===== src/rtl/wb_pkg.sv =====
// Shared definitions for the Wishbone command master: FSM encoding, default
// widths and the timeout counter width.
package wb_pkg;

  typedef enum logic [1:0] {
    ST_IDLE = 2'd0,
    ST_BUS  = 2'd1,
    ST_RESP = 2'd2
  } wb_state_e;

  localparam int unsigned WB_DATA_WIDTH   = 32;
  localparam int unsigned WB_ADDR_WIDTH   = 32;
  localparam int unsigned WB_TMO_CNT_W    = 16;
  localparam int unsigned WB_TMO_DEFAULT  = 255;

endpackage


===== src/rtl/wb_timeout_cnt.sv =====
// Bus-cycle watchdog: counts enabled cycles since the last clear and flags the
// cycle on which the count would reach LIMIT.
module wb_timeout_cnt
  import wb_pkg::*;
#(
  parameter int unsigned LIMIT = WB_TMO_DEFAULT
) (
  input  logic clk,
  input  logic rst,
  input  logic clr,
  input  logic en,
  output logic expired
);

  localparam logic [WB_TMO_CNT_W-1:0] LAST = WB_TMO_CNT_W'(LIMIT - 1);

  logic [WB_TMO_CNT_W-1:0] cnt_q, cnt_d;

  always_comb begin
    cnt_d = cnt_q;
    if (clr) begin
      cnt_d = '0;
    end else if (en) begin
      cnt_d = cnt_q + 1'b1;
    end
  end

  always_ff @(posedge clk or posedge rst) begin
    if (rst) begin
      cnt_q <= '0;
    end else begin
      cnt_q <= cnt_d;
    end
  end

  // Expiry is flagged one count early so the abort edge is the LIMIT-th idle cycle.
  assign expired = en && !clr && (cnt_q == LAST);

endmodule


===== src/rtl/wb_cmd_master.sv =====
// Wishbone classic single-access initiator: valid/ready command in, one bus
// cycle, valid/ready response out. Optional watchdog: WB_CMD_MASTER_TIMEOUT_EN.
module wb_cmd_master
  import wb_pkg::*;
#(
  parameter int unsigned DATA_WIDTH     = WB_DATA_WIDTH,
  parameter int unsigned ADDR_WIDTH     = WB_ADDR_WIDTH,
  parameter int unsigned SELECT_WIDTH   = DATA_WIDTH / 8,
  parameter int unsigned TIMEOUT_CYCLES = WB_TMO_DEFAULT
) (
  input  logic                    clk,
  input  logic                    rst,
  input  logic                    cmd_valid,
  output logic                    cmd_ready,
  input  logic                    cmd_we,
  input  logic [ADDR_WIDTH-1:0]   cmd_adr,
  input  logic [DATA_WIDTH-1:0]   cmd_dat,
  input  logic [SELECT_WIDTH-1:0] cmd_sel,
  output logic                    rsp_valid,
  input  logic                    rsp_ready,
  output logic [DATA_WIDTH-1:0]   rsp_dat,
  output logic                    rsp_err,
  output logic [ADDR_WIDTH-1:0]   adr_o,
  output logic [DATA_WIDTH-1:0]   dat_o,
  input  logic [DATA_WIDTH-1:0]   dat_i,
  output logic                    we_o,
  output logic [SELECT_WIDTH-1:0] sel_o,
  output logic                    stb_o,
  output logic                    cyc_o,
  input  logic                    ack_i,
  input  logic                    err_i
);

  if (TIMEOUT_CYCLES < 1 || TIMEOUT_CYCLES > 65535) begin : g_bad_timeout
    $error("wb_cmd_master: TIMEOUT_CYCLES out of range 1..65535");
  end

  wb_state_e                 state_q, state_d;
  logic [ADDR_WIDTH-1:0]     adr_q, adr_d;
  logic [DATA_WIDTH-1:0]     dat_q, dat_d;
  logic [SELECT_WIDTH-1:0]   sel_q, sel_d;
  logic                      we_q, we_d;
  logic [DATA_WIDTH-1:0]     rsp_dat_q, rsp_dat_d;
  logic                      rsp_err_q, rsp_err_d;
  logic                      tmo_expired;

`ifdef WB_CMD_MASTER_TIMEOUT_EN
  wb_timeout_cnt #(
    .LIMIT (TIMEOUT_CYCLES)
  ) u_timeout_cnt (
    .clk     (clk),
    .rst     (rst),
    .clr     (state_q != ST_BUS),
    .en      ((state_q == ST_BUS) && !ack_i && !err_i),
    .expired (tmo_expired)
  );
`else
  assign tmo_expired = 1'b0;
`endif

  always_comb begin
    state_d   = state_q;
    adr_d     = adr_q;
    dat_d     = dat_q;
    sel_d     = sel_q;
    we_d      = we_q;
    rsp_dat_d = rsp_dat_q;
    rsp_err_d = rsp_err_q;
    unique case (state_q)
      ST_IDLE: begin
        if (cmd_valid) begin
          adr_d   = cmd_adr;
          dat_d   = cmd_dat;
          sel_d   = cmd_sel;
          we_d    = cmd_we;
          state_d = ST_BUS;
        end
      end
      ST_BUS: begin
        // err_i outranks ack_i; a real ack outranks a same-edge watchdog expiry.
        if (err_i) begin
          rsp_err_d = 1'b1;
          rsp_dat_d = '0;
          state_d   = ST_RESP;
        end else if (ack_i) begin
          rsp_err_d = 1'b0;
          rsp_dat_d = we_q ? '0 : dat_i;
          state_d   = ST_RESP;
        end else if (tmo_expired) begin
          rsp_err_d = 1'b1;
          rsp_dat_d = '0;
          state_d   = ST_RESP;
        end
      end
      ST_RESP: begin
        if (rsp_ready) begin
          state_d = ST_IDLE;
        end
      end
      default: state_d = ST_IDLE;
    endcase
  end

  always_ff @(posedge clk or posedge rst) begin
    if (rst) begin
      state_q   <= ST_IDLE;
      adr_q     <= '0;
      dat_q     <= '0;
      sel_q     <= '0;
      we_q      <= 1'b0;
      rsp_dat_q <= '0;
      rsp_err_q <= 1'b0;
    end else begin
      state_q   <= state_d;
      adr_q     <= adr_d;
      dat_q     <= dat_d;
      sel_q     <= sel_d;
      we_q      <= we_d;
      rsp_dat_q <= rsp_dat_d;
      rsp_err_q <= rsp_err_d;
    end
  end

  assign cmd_ready = (state_q == ST_IDLE) && !rst;
  assign rsp_valid = (state_q == ST_RESP);
  assign rsp_dat   = rsp_dat_q;
  assign rsp_err   = rsp_err_q;
  assign cyc_o     = (state_q == ST_BUS);
  assign stb_o     = (state_q == ST_BUS);
  assign adr_o     = adr_q;
  assign dat_o     = dat_q;
  assign sel_o     = sel_q;
  assign we_o      = we_q;

endmodule


===== config.mk =====
export PLATFORM = sky130hd
export DESIGN_NAME = wb_cmd_master
export DESIGN_NICKNAME = d
export VERILOG_FILES = /design/src/rtl/wb_pkg.sv /design/src/rtl/wb_timeout_cnt.sv /design/src/rtl/wb_cmd_master.sv
export SDC_FILE = /design/constraint.sdc
export NUM_CORES = 1
export LEC_CHECK = 0
export ABC_AREA = 1
export CAP_MARGIN = 20
export CORE_AREA = 2 2 124 126
export DETAILED_ROUTE_END_ITERATION = 8
export DIE_AREA = 0 0 126 128
export PLACE_DENSITY = 0.75
export SLEW_MARGIN = 0
export SYNTH_ARGS = -nofsm -noshare
export SYNTH_HDL_FRONTEND = slang
export SYNTH_SLANG_ARGS = --single-unit

===== constraint.sdc =====
create_clock -name clk -period 3.8 [get_ports clk]
set_input_delay 0.95 -clock clk [delete_from_list [all_inputs] [get_ports clk]]
set_output_delay 0.95 -clock clk [all_outputs]
set_load 0.01 [all_outputs]

==> impl_metrics.toml, run 1 <==
[logic_synthesis]
syn-mean-instance-area_um2 = 8.262
synth_top_area_share_pct = 59.55
ys_top_cells_by_area = "dfrtp_1, nand2_1, nand3_1, nor2_1, buf_2"
async_flop_share_pct = 100.0
netlist_area_um2 = 4370
synth_common_cells = "nand2_1, dfrtp_1, nand3_1"
synth.distinct_cells = 15
synthCells = 529
yosys.area.top_type = "dfrtp_1"
ys.flop_type = "dfrtp_1"
synth_edf_count = 0
yosysMostFrequentCell = "nand2_1"
syn_nets = 636
ys_ff_latch = 104
yosysSeqAreaShare_pct = 59.55
ys_warn_count = 0

[cells_and_area]
diodes = 0
fin_area_um2 = 6878
multi_input_area_um2 = 1546
drive_above_1_share_pct = 3.989
seqCellArea_um2 = 2603
area_growth_pct = 57.37
nFillCells = 1425
fin_nets = 829

[placed_design]
place_area_um2 = 6588
hpwlAfterDp_um = 8295
gp_congestion = 0.7541
io_buffers = 212
place_worst_setup_slack_ns = 0.7350

[clock_network]
h-tree-depth = 3
hold_buffers = 0
clkTransAtPathRegs_ns = 0.08
post-cts-setup-buffers = 0
cts_buffers = 9
tritoncts = "built"
clock_sinks = 104
cts-root-buf = "clkbuf_16"
cts_resized = 0
cts_buffer_depth = 2
clkLatencyLatePin_ns = 0.35

[sta]
fin_hold_ws_ns = 0.4701
hold_viol_final = 0
rsz0062_at_grt = "no"
fin_crit_sh_pct = 80.70
max_freq_ghz = 0.3261
slew_headroom_pct = 34.09
fin_tns_setup_ns = 0
tightest_slew_ns = 0.9876
drv_slew = 0
setup_viol = 0
fin_crit_ns = 3.066
finalClockSkew_ns = 0.006808
fin_ws_ns = 0.7335

[setup_path]
endpoint_kind = "output port"
required_ns = 2.85
crit_family = "buffers and inverters"
crit_path_max_incr_delay_ns = 0.56
start_kind = "input port"
cp.arrival_ns = 2.12
cpMostUsedCell = "clkdlybuf4s50_1"
cp_slowest_cell = "clkdlybuf4s50_1"
r2r_cells = 5
cp_num_buf_inv = 2
path_class = "input port to output port"
cp_num_cells = 3
crit_chain = "clkdlybuf4s50_1 > nor3_1 > clkdlybuf4s50_1"
worstPathMaxFanout = 2

[power]
p_per_area_nw_per_um2 = 765.8
p_leak_uw = 0.003360
power_uw = 5267
vdd_ir_drop_max_mv = 0.3245

[drt]
avgRoutedWirePerCell_um = 13.69
drtIter0Drc = 157
viasPerCell = 4.443
drt_wl_total_um = 12530
first_pass_iters = 4
via_count = 4065
drcViolationCount = 0
antenna_left = 0

[worst_hold_path]
worstHoldPathType = "flip-flop to flip-flop"
whs_path_depth = 2

[floorplan]
die_h_um = 128
rows = 45
die_x_um = 126
initial_utilization_pct = 29.40
core_area_um2 = 14860
ios = 213
fp.dieArea_um2 = 16130

[global_routing]
grt_pass1_wl_um = 20000
grt_max_degree = 70
grt_pass1_vias = 3818
grt_remaining_overflow = 0
grt_antenna_before_repair = 0
track_usage_pct = 15.53

[flow_run]
max_cap_violations = 0

[outcome]
outcome = "finished, final reports clean"
-- final timing paths --
kind                       startpoint           to  slack, ns
min in group asynchronous         rst  rsp_dat[30]       1.00
hold / removal              dat_o[12]    dat_o[12]       0.47
setup / recovery                  rst    cmd_ready       0.73
setup reg to reg           state_q[1]    adr_o[16]       2.06
max in group asynchronous         rst    adr_o[14]       2.04
hold reg to reg             dat_o[12]    dat_o[12]       0.47
-- metal layers --
layer / GRT usage, % / wire [µm] / up-vias
met2: 24.29 / 5727 / 146
met4: 5.495 / 193 / 0
met5: 0 / 0 / -
met3: 3.840 / 804 / 12
met1: 21.09 / 5801 / 1879
li1: - / - / 2028
-- layout by cell type, fill, tap and decap left out, types with 2 or more instances in the layout --
master / Yosys / layout
clkbuf_16: 0 / 9
dfrtp_1: 104 / 104
nand2_1: 272 / 271
nand2_2: 1 / 2
nand3_1: 69 / 69
clkdlybuf4s50_1: 0 / 211
o21ai_0: 2 / 2
nor2_4: 2 / 2
inv_6: 0 / 3
nor2_1: 34 / 34
inv_1: 7 / 6
clkinv_4: 0 / 2
buf_4: 6 / 5
-- layout make-up --
cell class | instances | share of cell area, %
flip-flops and latches | 104 | 37.84
repair buffers | 218 | 31.62
multi-input cells | 382 | 22.48
clock buffers | 10 | 3.475
well taps | 188 | 3.420
clock inverters | 6 | 0.7459
inverters | 7 | 0.4184
-- cells by family (layout without fill, tap and decap cells) --
group / count (synthesis) / after routing / synth area share, %
simple gates: 380 / 380 / 35.10
flops: 104 / 104 / 59.55
buf+inv: 43 / 241 / 5.125
compound gates: 2 / 2 / 0.2290
-- state kept, by name (all words and copies together) (netlist names) --
signal and cells:
adr_o 32, state_q 2, we_o 1, rsp_dat 32, rsp_err 1, dat_o 32, sel_o 4
-- where the power goes --
part	switching [µW]	total, µW	internal (µW)
Combinational	1200	2450	1250
Sequential	288	1900	1620
Clock	438	910	472
-- worst register-to-register path: cells and delay by family, from the launching register on --
| kind | cells | cell delay (ns) |
|---|---|---|
| buffers and inverters | 1 | 0.52 |
| DFF | 1 | 0.48 |
| and+or+nand+nor | 4 | 0.67 |
-- through the flow --
stage	instances	util [%]
finish	915	46.27
global route	915	46.27
CTS	915	46.27
detailed placement	899	44.32
global placement	899	44.32
floorplan	529	-
(Power assumes the default switching activity.)
==> run 2: changes to the inputs <==
==> constraint.sdc (replaced) <==
create_clock -name clk -period 2.5 [get_ports clk]
set_input_delay 0.625 -clock clk [delete_from_list [all_inputs] [get_ports clk]]
set_output_delay 0.625 -clock clk [all_outputs]
set_load 0.01 [all_outputs]
==> run 2 against run 1 <==
Core utilization up 0.59 points; cell area up 1.3%; sequential power up 53%.
==> impl_metrics.toml, run 2 (synthesized netlist as in run 1, its figures left out) <==
[sta]
tightest_slew_ns = 0.6473
slew_headroom_pct = 56.70
finalClockSkew_ns = 0.004390
fin_hold_ws_ns = 0.4734
setup_viol = 0
fin_crit_ns = 2.359
max_freq_ghz = 0.4238
drv_slew = 0
fin_crit_sh_pct = 94.38
fin_ws_ns = 0.1405
hold_viol_final = 0
fin_tns_setup_ns = 0
rsz0062_at_grt = "no"

[placed_design]
io_buffers = 212
gp_congestion = 0.7531
hpwlAfterDp_um = 8776
place_worst_setup_slack_ns = 0.1318

[clock_network]
clock_sinks = 104
post-cts-setup-buffers = 0
cts_buffers = 9
h-tree-depth = 3
tritoncts = "built"
clkTransAtPathRegs_ns = 0.07
clkLatencyLatePin_ns = 0.35
cts_resized = 0
cts-root-buf = "clkbuf_16"
hold_buffers = 0
cts_buffer_depth = 2

[power]
p_per_area_nw_per_um2 = 1170
power_uw = 8152
p_leak_uw = 0.003397
p_comb_share_pct = 46.7
pwr-share-clk_pct = 17.8
p_int_uw = 5219
p_sw_share_pct = 35.98
switchingPower_uw = 2933
seq_power_share_pct = 35.5
vdd_ir_drop_max_mv = 0.4723

[global_routing]
track_usage_pct = 15.99
grt_max_degree = 67
grt_antenna_before_repair = 0
grt_pass1_vias = 4038
grt_remaining_overflow = 0
grt_pass1_wl_um = 20680

[flow_run]
max_cap_violations = 0

[setup_path]
crit_path_max_incr_delay_ns = 0.56
endpoint_kind = "output port"
required_ns = 1.88
cp_slowest_cell = "clkdlybuf4s50_1"
cp.arrival_ns = 1.73
crit_family = "buffers and inverters"
cp_num_buf_inv = 2
worstPathMaxFanout = 2
start_kind = "input port"
cpMostUsedCell = "clkdlybuf4s50_1"
crit_chain = "clkdlybuf4s50_1 > nor3_1 > clkdlybuf4s50_1"
path_class = "input port to output port"

[cells_and_area]
nFillCells = 1457
fin_nets = 835
final_cell_mix = "nand2_1, clkdlybuf4s50_1, dfrtp_1"
final_common_cell = "nand2_1"
diodes = 0
final_util_pct = 46.86
area_growth_pct = 59.38
drive_above_1_share_pct = 4.775

[drt]
viasPerCell = 4.448
via_count = 4097
avgRoutedWirePerCell_um = 13.86
drcViolationCount = 0
drt_wl_total_um = 12770
first_pass_iters = 4
antenna_left = 0
drtIter0Drc = 238

[floorplan]
die_x_um = 126
die_h_um = 128
initial_utilization_pct = 29.40
fp.dieArea_um2 = 16130
ios = 213
rows = 45
core_area_um2 = 14860

[outcome]
outcome = "finished, final reports clean"

[worst_hold_path]
worstHoldPathType = "flip-flop to flip-flop"
==> run 2: worst paths after layout <==
path | cells after the start | slack, ns | startpoint | to
worst max-delay path | 3 | 0.14 | rst | cmd_ready
worst min-delay path | 2 | 0.47 | dat_o[5] | dat_o[5]
worst max register to register | 5 | 0.94 | state_q[0] | rsp_dat[20]
worst min register to register | 2 | 0.47 | dat_o[5] | dat_o[5]
max in group asynchronous | 4 | 1.24 | rst | rsp_dat[10]
min in group asynchronous | 4 | 0.81 | rst | rsp_dat[30]
==> run 2: through the flow <==
step	cell area, µm²	std cells
6_report	6965	921
5_1_grt	6965	921
4_1_cts	6965	921
3_5_place_dp	6659	905
3_3_place_gp	6659	905
2_1_floorplan	4374	529
==> run 2: metal layers <==
layer	global-route usage, %	wire length [µm]
met4	5.624	184
met5	0	0
met1	20.93	5527
met2	25.49	5974
met3	4.549	1080
==> run 2: power groups by stage <==
stage,registers [µW],clock network (µW),logic [µW]
after floorplan,3260,0,1350
after global placement,2900,0,3820
after detailed placement,2910,0,3870
after CTS,2900,1510,3870
after global routing,3010,1570,4180
final,2900,1450,3800
==> run 2: worst reg2reg max path: stages, from the launching register on <==
cell and delay, ns:
dfrtp_1 0.48, inv_1 0.11, nor2_4 0.17, nand2_2 0.41
nand2_1 0.20, nand2_1 0.08
==> run 2: layout make-up <==
cell class,instances,area (µm²),area share (%)
flip-flops and latches,104,2603,37.36
well taps,188,235.2,3.377
clock buffers,10,239.0,3.431
repair buffers,224,2245,32.23
multi-input cells,382,1546,22.20
inverters,7,30.03,0.4311
clock inverters,6,67.56,0.9700
==> run 3: changes to the inputs <==
--- a/config.mk
+++ b/config.mk
@@ -10,7 +10,8 @@
 export CORE_AREA = 2 2 124 126
 export DETAILED_ROUTE_END_ITERATION = 8
 export DIE_AREA = 0 0 126 128
-export PLACE_DENSITY = 0.75
+export DONT_BUFFER_PORTS = 1
+export PLACE_DENSITY = 0.54
 export SLEW_MARGIN = 0
 export SYNTH_ARGS = -nofsm -noshare
 export SYNTH_HDL_FRONTEND = slang
==> constraint.sdc (replaced) <==
create_clock -name clk -period 2.6 [get_ports clk]
set_input_delay 0.65 -clock clk [delete_from_list [all_inputs] [get_ports clk]]
set_output_delay 0.65 -clock clk [all_outputs]
set_load 0.01 [all_outputs]
==> run 3 against run 2 <==
Core utilization down 14 points; power down 22%; register-to-register slack better by 0.05 ns; routed wire length down 11%; count of clock-buffer cells in the layout unchanged; final cell count down 23%; flip-flop and latch count unchanged; global-route usage down 1.7 points; clock power up 6%; die area unchanged; critical path type is now flip-flop to output port; largest cell class unchanged; largest power group is now registers.
==> impl_metrics.toml, run 3 (synthesized netlist as in run 1, its figures left out) <==
[drt]
viasPerCell = 4.745
antenna_left = 0
first_pass_iters = 4
avgRoutedWirePerCell_um = 16.09
drcViolationCount = 0
drt_wl_total_um = 11340
drtIter0Drc = 233
via_count = 3345

[setup_path]
endpoint_kind = "output port"
cp_num_buf_inv = 0
crit_path_max_incr_delay_ns = 0.54
crit_family = "simple AND/OR/NAND/NOR gates"
cp.arrival_ns = 1.34
crit_chain = "nor3_1"
required_ns = 1.95
path_class = "flip-flop to output port"
start_kind = "flip-flop"
r2r_cells = 6
cp_slowest_cell = "nor3_1"
cp_num_cells = 1
worstPathMaxFanout = 4

[cells_and_area]
diodes = 0
area_growth_pct = 10.25
final_util_pct = 32.42
final_cell_mix = "nand2_1, dfrtp_1, nand3_1"
drive_above_1_share_pct = 5.609
final_common_cell = "nand2_1"
fin_nets = 619

[floorplan]
rows = 45
fp.dieArea_um2 = 16130
ios = 213
die_x_um = 126
core_area_um2 = 14860
die_h_um = 128
initial_utilization_pct = 29.40

[sta]
max_freq_ghz = 0.5038
setup_viol = 0
tightest_slew_ns = 0.7021
fin_crit_sh_pct = 76.35
slew_headroom_pct = 53.20
fin_crit_ns = 1.985
rsz0062_at_grt = "no"
hold_viol_final = 0
fin_tns_setup_ns = 0
drv_slew = 0
finalClockSkew_ns = 0.004029

[global_routing]
grt_remaining_overflow = 0
track_usage_pct = 14.25
grt_max_degree = 71
grt_pass1_wl_um = 18060
grt_pass1_vias = 3399
grt_antenna_before_repair = 0

[clock_network]
clkTransAtPathRegs_ns = 0.07
hold_buffers = 0
cts_buffers = 9
clkLatencyLatePin_ns = 0.34
cts_resized = 0
tritoncts = "built"
h-tree-depth = 3
cts_buffer_depth = 2
cts-root-buf = "clkbuf_16"
clock_sinks = 104
post-cts-setup-buffers = 0

[outcome]
outcome = "finished, final reports clean"

[flow_run]
max_cap_violations = 0

[power]
p_leak_uw = 0.002578
vdd_ir_drop_max_mv = 0.3851
p_per_area_nw_per_um2 = 1316

[placed_design]
io_buffers = 0
hpwlAfterDp_um = 7896
gp_congestion = 0.7724

[worst_hold_path]
worstHoldPathType = "input port to asynchronous set/reset pin"
-- run 3: worst paths after layout --
| path | slack, ns | startpoint | endpoint |
|---|---|---|---|
| worst max-delay path | 0.61 | state_q[1] | cmd_ready |
| worst min-delay path | 0.37 | rst | state_q[1] |
| worst max register to register | 0.99 | state_q[1] | rsp_dat[13] |
| worst min register to register | 0.55 | adr_o[17] | adr_o[17] |
| max in group asynchronous | 1.72 | rst | dat_o[6] |
| min in group clk | 0.41 | rsp_ready | state_q[1] |
-- run 3: report_power, final --
group	internal, µW	switching (µW)
Sequential	2370	951
Combinational	483	1010
Clock	938	596
Total	3790	2550
-- run 3: routing by layer --
layer | routed length [µm] | up-vias | GRT usage, % | part of all wire (%)
met5 | 0 | - | 0 | 0
met4 | 267 | 0 | 7.046 | 2.4
met3 | 1134 | 19 | 5.509 | 10
met2 | 5394 | 157 | 22.42 | 48
met1 | 4542 | 1570 | 17.15 | 40
li1 | - | 1599 | - | -
-- run 3: metrics by stage --
stage / worst slack [ns] / hold WS, ns / instances / power [µW] / cell area, µm²
finish: 0.6150 / 0.3689 / 705 / 6341 / 4818
global route: 0.5647 / 0.3855 / 705 / 6852 / 4818
CTS: 0.5919 / 0.3881 / 704 / 6447 / 4803
detailed placement: 0.6853 / 0.5326 / 688 / 4874 / 4467
global placement: 0.7076 / 0.5289 / 688 / 4795 / 4467
floorplan: 0.7044 / 0.5056 / 529 / 4432 / 4374
-- run 3: area by class of cell --
| cell class | count | area [µm²] |
|---|---|---|
| Timing Repair Buffer | 8 | 67.56 |
| Fill cell | 1565 | 10050 |
| Multi-Input combinational cell | 382 | 1546 |
| Sequential cell | 104 | 2603 |
| Inverter | 7 | 30.03 |
| Clock inverter | 6 | 107.6 |
| Tap cell | 188 | 235.2 |
| Clock buffer | 10 | 229.0 |
